`src/rtl/sample_scheduler_if.sv`:
```
// Sampler-side bus of the sample scheduler: start pulse out,
// busy and dual-channel result back.
interface sample_scheduler_if #(
    parameter int DW = 12
);
    logic            smp_start;
    logic            smp_busy;
    logic [2*DW-1:0] smp_data;

    modport master (output smp_start, input smp_busy, input smp_data);
    modport slave  (input smp_start, output smp_busy, output smp_data);
endinterface

```
`src/rtl/sample_scheduler.sv`:
```
// Paces a V/I ADC sampler, averages 2**LOG2_N pairs per window,
// and reports mean V, I and V*I plus overrun/hang events.
module sample_scheduler #(
    parameter int DW       = 12,
    parameter int PERIOD_W = 16,
    parameter int LOG2_N   = 4,
    parameter int TIMEOUT  = 1024
) (
    input  logic                clk,
    input  logic                rst,
    input  logic                enable,
    input  logic [PERIOD_W-1:0] period,
    sample_scheduler_if.master  smp,
    output logic                win_valid,
    output logic [DW-1:0]       avg_v,
    output logic [DW-1:0]       avg_i,
    output logic [2*DW-1:0]     avg_p,
    output logic                overrun,
    output logic                hang,
    output logic [7:0]          ovr_cnt,
    output logic [7:0]          hang_cnt
);
    localparam int SW = DW + LOG2_N;
    localparam int PW = 2 * DW + LOG2_N;
    localparam int TW = $clog2(TIMEOUT + 1);
    localparam logic [TW-1:0] TO_LAST = TW'(TIMEOUT - 1);

    typedef enum logic [2:0] {
        IDLE, ARMED, WAIT_BUSY, WAIT_DONE, HANG
    } state_t;

    state_t state_q, state_d;
    logic en_q;
    logic [PERIOD_W-1:0] tmr_q, tmr_d;
    logic [TW-1:0] to_q, to_d;
    logic [LOG2_N-1:0] cnt_q, cnt_d;
    logic [SW-1:0] sum_v_q, sum_v_d, sum_i_q, sum_i_d;
    logic [PW-1:0] sum_p_q, sum_p_d;
    logic [DW-1:0] avg_v_q, avg_v_d, avg_i_q, avg_i_d;
    logic [2*DW-1:0] avg_p_q, avg_p_d;
    logic start_q, start_d, win_q, win_d;
    logic ovr_q, ovr_d, hang_q, hang_d;
    logic [7:0] ovr_cnt_q, ovr_cnt_d, hang_cnt_q, hang_cnt_d;

    logic tick, clr;
    logic [DW-1:0] v_in, i_in;
    logic [2*DW-1:0] prod;
    logic [SW-1:0] sv_n, si_n;
    logic [PW-1:0] sp_n;

    assign v_in = smp.smp_data[2*DW-1:DW];
    assign i_in = smp.smp_data[DW-1:0];
    assign prod = (2*DW)'(v_in) * (2*DW)'(i_in);
    assign sv_n = sum_v_q + SW'(v_in);
    assign si_n = sum_i_q + SW'(i_in);
    assign sp_n = sum_p_q + PW'(prod);

    always_comb begin
        tick       = enable && en_q && (tmr_q <= PERIOD_W'(1));
        state_d    = state_q;
        to_d       = to_q;
        cnt_d      = cnt_q;
        sum_v_d    = sum_v_q;
        sum_i_d    = sum_i_q;
        sum_p_d    = sum_p_q;
        avg_v_d    = avg_v_q;
        avg_i_d    = avg_i_q;
        avg_p_d    = avg_p_q;
        start_d    = 1'b0;
        win_d      = 1'b0;
        ovr_d      = 1'b0;
        hang_d     = 1'b0;
        ovr_cnt_d  = ovr_cnt_q;
        hang_cnt_d = hang_cnt_q;
        clr        = 1'b0;

        if (!enable)
            tmr_d = '0;
        else if (!en_q || tick)
            tmr_d = period;
        else
            tmr_d = tmr_q - PERIOD_W'(1);

        case (state_q)
            IDLE: begin
                if (enable) state_d = ARMED;
            end
            ARMED: begin
                if (!enable) begin
                    state_d = IDLE;
                    clr     = 1'b1;
                end else if (tick) begin
                    if (smp.smp_busy) begin
                        ovr_d = 1'b1;
                    end else begin
                        start_d = 1'b1;
                        to_d    = '0;
                        state_d = WAIT_BUSY;
                    end
                end
            end
            WAIT_BUSY: begin
                ovr_d = tick;
                if (smp.smp_busy) begin
                    state_d = WAIT_DONE;
                    to_d    = '0;
                end else if (to_q == TO_LAST) begin
                    state_d = HANG;
                    hang_d  = 1'b1;
                end else begin
                    to_d = to_q + TW'(1);
                end
            end
            WAIT_DONE: begin
                ovr_d = tick;
                if (!smp.smp_busy) begin
                    // last sample of the window folds straight into the mean
                    if (cnt_q == '1) begin
                        avg_v_d = DW'(sv_n >> LOG2_N);
                        avg_i_d = DW'(si_n >> LOG2_N);
                        avg_p_d = (2*DW)'(sp_n >> LOG2_N);
                        win_d   = 1'b1;
                        sum_v_d = '0;
                        sum_i_d = '0;
                        sum_p_d = '0;
                        cnt_d   = '0;
                    end else begin
                        sum_v_d = sv_n;
                        sum_i_d = si_n;
                        sum_p_d = sp_n;
                        cnt_d   = cnt_q + LOG2_N'(1);
                    end
                    state_d = enable ? ARMED : IDLE;
                    clr     = !enable;
                end else if (to_q == TO_LAST) begin
                    state_d = HANG;
                    hang_d  = 1'b1;
                end else begin
                    to_d = to_q + TW'(1);
                end
            end
            HANG: begin
                ovr_d   = tick;
                state_d = enable ? ARMED : IDLE;
                clr     = !enable;
            end
            default: state_d = IDLE;
        endcase

        if (ovr_d && ovr_cnt_q != 8'hFF)
            ovr_cnt_d = ovr_cnt_q + 8'd1;
        if (hang_d && hang_cnt_q != 8'hFF)
            hang_cnt_d = hang_cnt_q + 8'd1;
        // partial windows never survive a return to IDLE
        if (clr) begin
            sum_v_d = '0;
            sum_i_d = '0;
            sum_p_d = '0;
            cnt_d   = '0;
        end
    end

    always_ff @(posedge clk or posedge rst) begin
        if (rst) begin
            state_q    <= IDLE;
            en_q       <= 1'b0;
            tmr_q      <= '0;
            to_q       <= '0;
            cnt_q      <= '0;
            sum_v_q    <= '0;
            sum_i_q    <= '0;
            sum_p_q    <= '0;
            avg_v_q    <= '0;
            avg_i_q    <= '0;
            avg_p_q    <= '0;
            start_q    <= 1'b0;
            win_q      <= 1'b0;
            ovr_q      <= 1'b0;
            hang_q     <= 1'b0;
            ovr_cnt_q  <= '0;
            hang_cnt_q <= '0;
        end else begin
            state_q    <= state_d;
            en_q       <= enable;
            tmr_q      <= tmr_d;
            to_q       <= to_d;
            cnt_q      <= cnt_d;
            sum_v_q    <= sum_v_d;
            sum_i_q    <= sum_i_d;
            sum_p_q    <= sum_p_d;
            avg_v_q    <= avg_v_d;
            avg_i_q    <= avg_i_d;
            avg_p_q    <= avg_p_d;
            start_q    <= start_d;
            win_q      <= win_d;
            ovr_q      <= ovr_d;
            hang_q     <= hang_d;
            ovr_cnt_q  <= ovr_cnt_d;
            hang_cnt_q <= hang_cnt_d;
        end
    end

    assign smp.smp_start = start_q;
    assign win_valid     = win_q;
    assign avg_v         = avg_v_q;
    assign avg_i         = avg_i_q;
    assign avg_p         = avg_p_q;
    assign overrun       = ovr_q;
    assign hang          = hang_q;
    assign ovr_cnt       = ovr_cnt_q;
    assign hang_cnt      = hang_cnt_q;
endmodule

```
`src/flat_wrapper.sv`:
```
// flat-port wrapper written by rule: the top's interface ports become plain ports
module sample_scheduler_flat 
#(
    parameter int DW       = 12,
    parameter int PERIOD_W = 16,
    parameter int LOG2_N   = 4,
    parameter int TIMEOUT  = 1024
)
  (clk, rst, enable, period, win_valid, avg_v, avg_i, avg_p, overrun, hang, ovr_cnt, hang_cnt, smp_smp_start, smp_smp_busy, smp_smp_data);
  sample_scheduler_if #(.DW(DW)) smp_i ();
  input  logic clk;
  input  logic rst;
  input  logic enable;
  input  logic [PERIOD_W-1:0] period;
  output logic win_valid;
  output logic [DW-1:0] avg_v;
  output logic [DW-1:0] avg_i;
  output logic [2*DW-1:0] avg_p;
  output logic overrun;
  output logic hang;
  output logic [7:0] ovr_cnt;
  output logic [7:0] hang_cnt;
  output wire logic [$bits(smp_i.smp_start)-1:0] smp_smp_start;
  input wire logic [$bits(smp_i.smp_busy)-1:0] smp_smp_busy;
  input wire logic [$bits(smp_i.smp_data)-1:0] smp_smp_data;
  assign smp_smp_start = smp_i.smp_start;
  assign smp_i.smp_busy = smp_smp_busy;
  assign smp_i.smp_data = smp_smp_data;
  sample_scheduler #(.DW(DW), .PERIOD_W(PERIOD_W), .LOG2_N(LOG2_N), .TIMEOUT(TIMEOUT)) u_core (.clk(clk), .rst(rst), .enable(enable), .period(period), .smp(smp_i), .win_valid(win_valid), .avg_v(avg_v), .avg_i(avg_i), .avg_p(avg_p), .overrun(overrun), .hang(hang), .ovr_cnt(ovr_cnt), .hang_cnt(hang_cnt));
endmodule
```
`config.mk`:
```
export PLATFORM = sky130hd
export DESIGN_NAME = sample_scheduler_flat
export DESIGN_NICKNAME = d
export VERILOG_FILES = /design/src/rtl/sample_scheduler_if.sv /design/src/rtl/sample_scheduler.sv /design/src/flat_wrapper.sv
export SDC_FILE = /design/constraint.sdc
export NUM_CORES = 1
export LEC_CHECK = 0
export ABC_CLOCK_PERIOD_IN_PS = 6000
export CAP_MARGIN = 20
export CELL_PAD_IN_SITES_DETAIL_PLACEMENT = 0
export CELL_PAD_IN_SITES_GLOBAL_PLACEMENT = 2
export CORE_MARGIN = 4
export CORE_UTILIZATION = 41
export DETAILED_ROUTE_END_ITERATION = 10
export DONT_BUFFER_PORTS = 1
export GPL_ROUTABILITY_DRIVEN = 1
export PLACE_DENSITY_LB_ADDON = 0.1
export SKIP_LAST_GASP = 1
export SLEW_MARGIN = 30
export SYNTH_ARGS = -nofsm -noshare
export SYNTH_HDL_FRONTEND = slang
export SYNTH_SLANG_ARGS = --single-unit
```
`constraint.sdc`:
```
create_clock -name clk -period 6 [get_ports clk]
set_input_delay 0.3 -clock clk [delete_from_list [all_inputs] [get_ports clk]]
set_output_delay 0.3 -clock clk [all_outputs]
set_load 0.01 [all_outputs]
```
==> flow_results.org <==
** Synth
- In this run the mean area of a mapped cell was 9.13 um2.
- Cell type contributing the most total cell area after synthesis :: sky130_fd_sc_hd__dfrtp_1
- Ys Warns :: 0
- In the synthesized netlist, the cells that appear most often are 210 x sky130_fd_sc_hd__inv_1, 210 x sky130_fd_sc_hd__nand2_1, 163 x sky130_fd_sc_hd__dfrtp_1, 125 x sky130_fd_sc_hd__fa_1, 98 x sky130_fd_sc_hd__ha_1.
- Synthesized Nets :: 1771
- Of the post-synthesis cell area, the dominant cell type holds 0.297.
- For this run, the leading register cell type out of synthesis is sky130_fd_sc_hd__dfrtp_1.
- Number of enable flip-flop cells after synthesis :: 0
- After synthesis the netlist holds a flip-flop and latch count of roughly 160.
- For this run, the register share of the synthesized area comes to 0.297.
- Top cells by area in the synthesized netlist :: sky130_fd_sc_hd__dfrtp_1 30%, sky130_fd_sc_hd__fa_1 18%, sky130_fd_sc_hd__ha_1 8.9%
- Cell count after synthesis :: 1504
- The cell area that synthesis handed to floorplanning was roughly 0.014 mm2.
- Asr flop ratio synth :: 1.00
- Counting distinct cell types in the post-synthesis netlist gives 65.

** Clock network
- The root buffer cell chosen for the clock tree is sky130_fd_sc_hd__clkbuf_16.
- CTS tree :: built
- The clock drives 163 sinks.
- The clock tree synthesis step divided the H-tree into 4 levels.
- Hold repair after CTS inserted 9 buffers.
- Gates resized during post-CTS repair numbered 0.
- After clock tree synthesis, the clock-pin slew on the worst setup and hold paths is 80 ps.
- Clock network latency to the later pin of the worst-skew pair :: 460 ps
- Number of CTS-inserted buffers :: 17
- Post CTS Setup Buffer Count :: 0
- Number of buffers between clock root and the deepest sink :: 2

** Pwr
- Worst ir drop on vdd :: about 0.00027 V
- Part of the total power dissipated in combinational logic :: 0.520
- Of the total power, the share spent switching nets is 0.431.
- Net Sw Power :: 2.04 mW
- Flop pwr share :: 0.239
- Total power divided by cell area :: around 320 mW/mm2
- Leak :: 7.24 nW
- Internal :: ~2.7 mW
- Portion of total power attributed to the clock network :: 0.242

** STA
- The count of final hold-check violations came to 0.
- Setup violations remaining at the end of the flow were counted as 0.
- For the pin with the worst max-slew slack, the measured transition is roughly 830 ps.
- Timing would allow up to 204 MHz.
- Slew Limit Headroom :: 0.438
- The clock period could shrink to 4910 ps.
- The final number of max-transition violations was 0.
- Setup clock skew after layout :: 13.2 ps
- After routing, the total negative slack on setup checks comes to 0 ps.
- Setup repair after global routing left no endpoint under its margin.
- Of the available clock period, the critical path in the final layout requires 0.818.

** Setup path
- STA classifies the critical path endpoint as a register.
- Most prevalent standard cell on the critical path :: sky130_fd_sc_hd__fa_1
- For this run, the slowest stage of the critical path takes 550 ps.
- The critical path is of the input port to register type.
- Cell-by-cell listing of the critical path :: and2_1 > fa_1 > inv_1 > fa_1 > inv_1 > fa_1 > inv_1 > fa_1 > fa_1 > inv_1 > ha_1 > a211oi_1 > nor2_1 > o41a_1 > and2_1 > o2111ai_1 > nand3_1 > a31o_2
- STA classifies the critical path startpoint as an input port.
- Critical Path Fanout Max :: 13
- At the worst endpoint, the arrival time is 5260 ps.
- At the worst endpoint, the required time is 6350 ps.
- The slowest stage of the critical path belongs to the cell sky130_fd_sc_hd__fa_1.

** Floorplanning
- 112 I/O pins were placed.
- Chip Height :: 191 um
- The die covers 0.0365 mm2.
- Standard-cell rows :: 66
- Initial core utilization :: 0.419
- The floorplan step set the die width to roughly 190 um.
- The core region is 0.0328 mm2.

** Layout
- Net total in the final layout :: roughly 1700
- After filler insertion, the fill cell instance count of the layout stands at 3304.
- Layout Area Growth over Synthesis :: 7.71%
- Cell area after layout :: 0.0148 mm2
- Fraction of layout cells with a size suffix above 1 :: 0.0437
- Diodes inserted :: 0

** Global route
- In the global route stage, met1 resource usage came out at 0.260.
- Number of antenna violations at the first check in global routing :: 0
- Top Usage Layer GRT :: met2
- Global routing finished with a remaining overflow of 0.
- In the global route stage, met2 resource usage came out at 0.350.
- The number of global-route vias before repair came to 10341.
- For this run, global-route usage on met3 was measured as 0.0371.
- Largest net degree at the start of global routing :: 71
- Combined global-route utilization of all metal layers :: 0.201
- Global-route wire length before repair :: slightly below 60000 um

** Worst hold path
- Class of the tightest hold or removal check :: input port to register

** Route
- DR vias :: 10002
- Number of routed nets with antenna violations :: 0
- DRC :: 0
- Vias/cell :: 5.19
- The detailed router finished its first iteration with about 480 violations.
- The first TritonRoute pass finished after 5 iterations.
- Dividing the detail-routed wire length by the instance count gives 18.0 um.
- Total routed wirelength :: 34800 um

** Run
- The tool flagged a number of max-cap violations equal to 0.

** Placement
- Input and output buffers added on the ports amount to 0.
- Hpwl dp :: 25900 um
- Routability congestion estimate from global placement :: 0.813
- The placed instances occupy a cell area of 0.0141 mm2.

** Outcome
- Status :: complete, no violations
## metrics by stage
step	util	hold slack (ps)	instances	worst slack [ps]	power [mW]
after detailed placement	0.430	199	1887	623	3.65
after global placement	0.430	194	1887	624	3.67
after floorplan	-	331	1504	739	3.07
after global routing	0.451	24.5	1929	846	5.19
final	0.451	25.2	1929	1090	4.74
after CTS	0.451	0.153	1928	1110	4.84
## logic make-up (layout without fill, tap and decap cells)
kind of cell | after synthesis | in the layout | share of synthesized area
AND/OR/NAND/NOR | 484 | 484 | 0.172
adder cells (fa/ha/maj) | 224 | 224 | 0.272
XOR/XNOR | 76 | 76 | 0.0485
flip-flops | 163 | 163 | 0.297
multiplexers | 10 | 10 | 0.00802
AO/OA/AOI/OAI | 271 | 271 | 0.126
buffers and inverters | 276 | 259 | 0.0763
## sequential cells by signal, summed over array words and instances, names as in the netlist, 3 cells and up
signal           cells
u_core.avg_p        24
u_core.hang_cnt      8
u_core.avg_v        12
u_core.state_q       3
u_core.tmr_q        16
u_core.sum_i_q      16
u_core.ovr_cnt       8
u_core.avg_i        12
u_core.to_q         11
u_core.sum_p_q      28
u_core.sum_v_q      16
u_core.cnt_q         4
## area by class of cell
cell class | count | area (um2) | area share
clock inverters | 13 | 143 | 0.00964
flip-flops and latches | 163 | 4080 | 0.276
repair buffers | 16 | 150 | 0.0102
multi-input cells | 1065 | 8610 | 0.582
inverters | 211 | 797 | 0.0539
well taps | 442 | 553 | 0.0374
clock buffers | 19 | 453 | 0.0306
## worst max-delay path, delay by kind of cell
kind | cells | cell delay, ps
buffers and inverters | 4 | 200
adders and majority gates | 6 | 2940
AOI/OAI and AO/OA | 4 | 1240
and+or+nand+nor | 4 | 580
## power groups by stage
stage	sequential (mW)	clock (mW)	combinational, mW
2_1_floorplan	1.15	0	1.92
5_1_grt	1.13	1.22	2.84
6_report	1.13	1.14	2.46
3_3_place_gp	1.15	0	2.52
3_5_place_dp	1.15	0	2.50
4_1_cts	1.13	1.18	2.52
## cells in the final DEF, fill, tap and decap left out, types with 13 or more instances in the layout
cell type                   count
sky130_fd_sc_hd__ha_1          98
sky130_fd_sc_hd__inv_1        209
sky130_fd_sc_hd__xnor2_1       47
sky130_fd_sc_hd__a22o_1        32
sky130_fd_sc_hd__and3_1        13
sky130_fd_sc_hd__nand4_1       14
sky130_fd_sc_hd__a211oi_1      19
sky130_fd_sc_hd__nor2_1        62
sky130_fd_sc_hd__a21oi_1       60
sky130_fd_sc_hd__fa_1         125
sky130_fd_sc_hd__nand3_1       24
sky130_fd_sc_hd__xor2_1        29
sky130_fd_sc_hd__o21ai_0       88
sky130_fd_sc_hd__clkbuf_16     17
sky130_fd_sc_hd__and2_1        93
sky130_fd_sc_hd__dfrtp_1      163
sky130_fd_sc_hd__nand2_1      210
## routing by layer
| layer | wire length [um] | up-vias |
|---|---|---|
| met5 | 0 | - |
| met4 | 456 | 0 |
| met3 | 1190 | 27 |
| met2 | 17900 | 126 |
| met1 | 15200 | 5000 |
| li1 | - | 4849 |
## worst paths after layout
check / from / endpoint / slack, ps / depth (start not counted)
max: smp_smp_data[2] / u_core.avg_p[22] / 1090 / 18
min: period[8] / u_core.tmr_q[8] / 30 / 2
max reg2reg: u_core.sum_p_q[7] / u_core.avg_p[22] / 1310 / 16
min reg2reg: u_core.sum_p_q[5] / u_core.sum_p_q[5] / 490 / 2
max in group asynchronous: rst / u_core.sum_p_q[15] / 4500 / 3
min in group asynchronous: rst / u_core.avg_v[8] / 310 / 2
(Power assumes the default switching activity.)
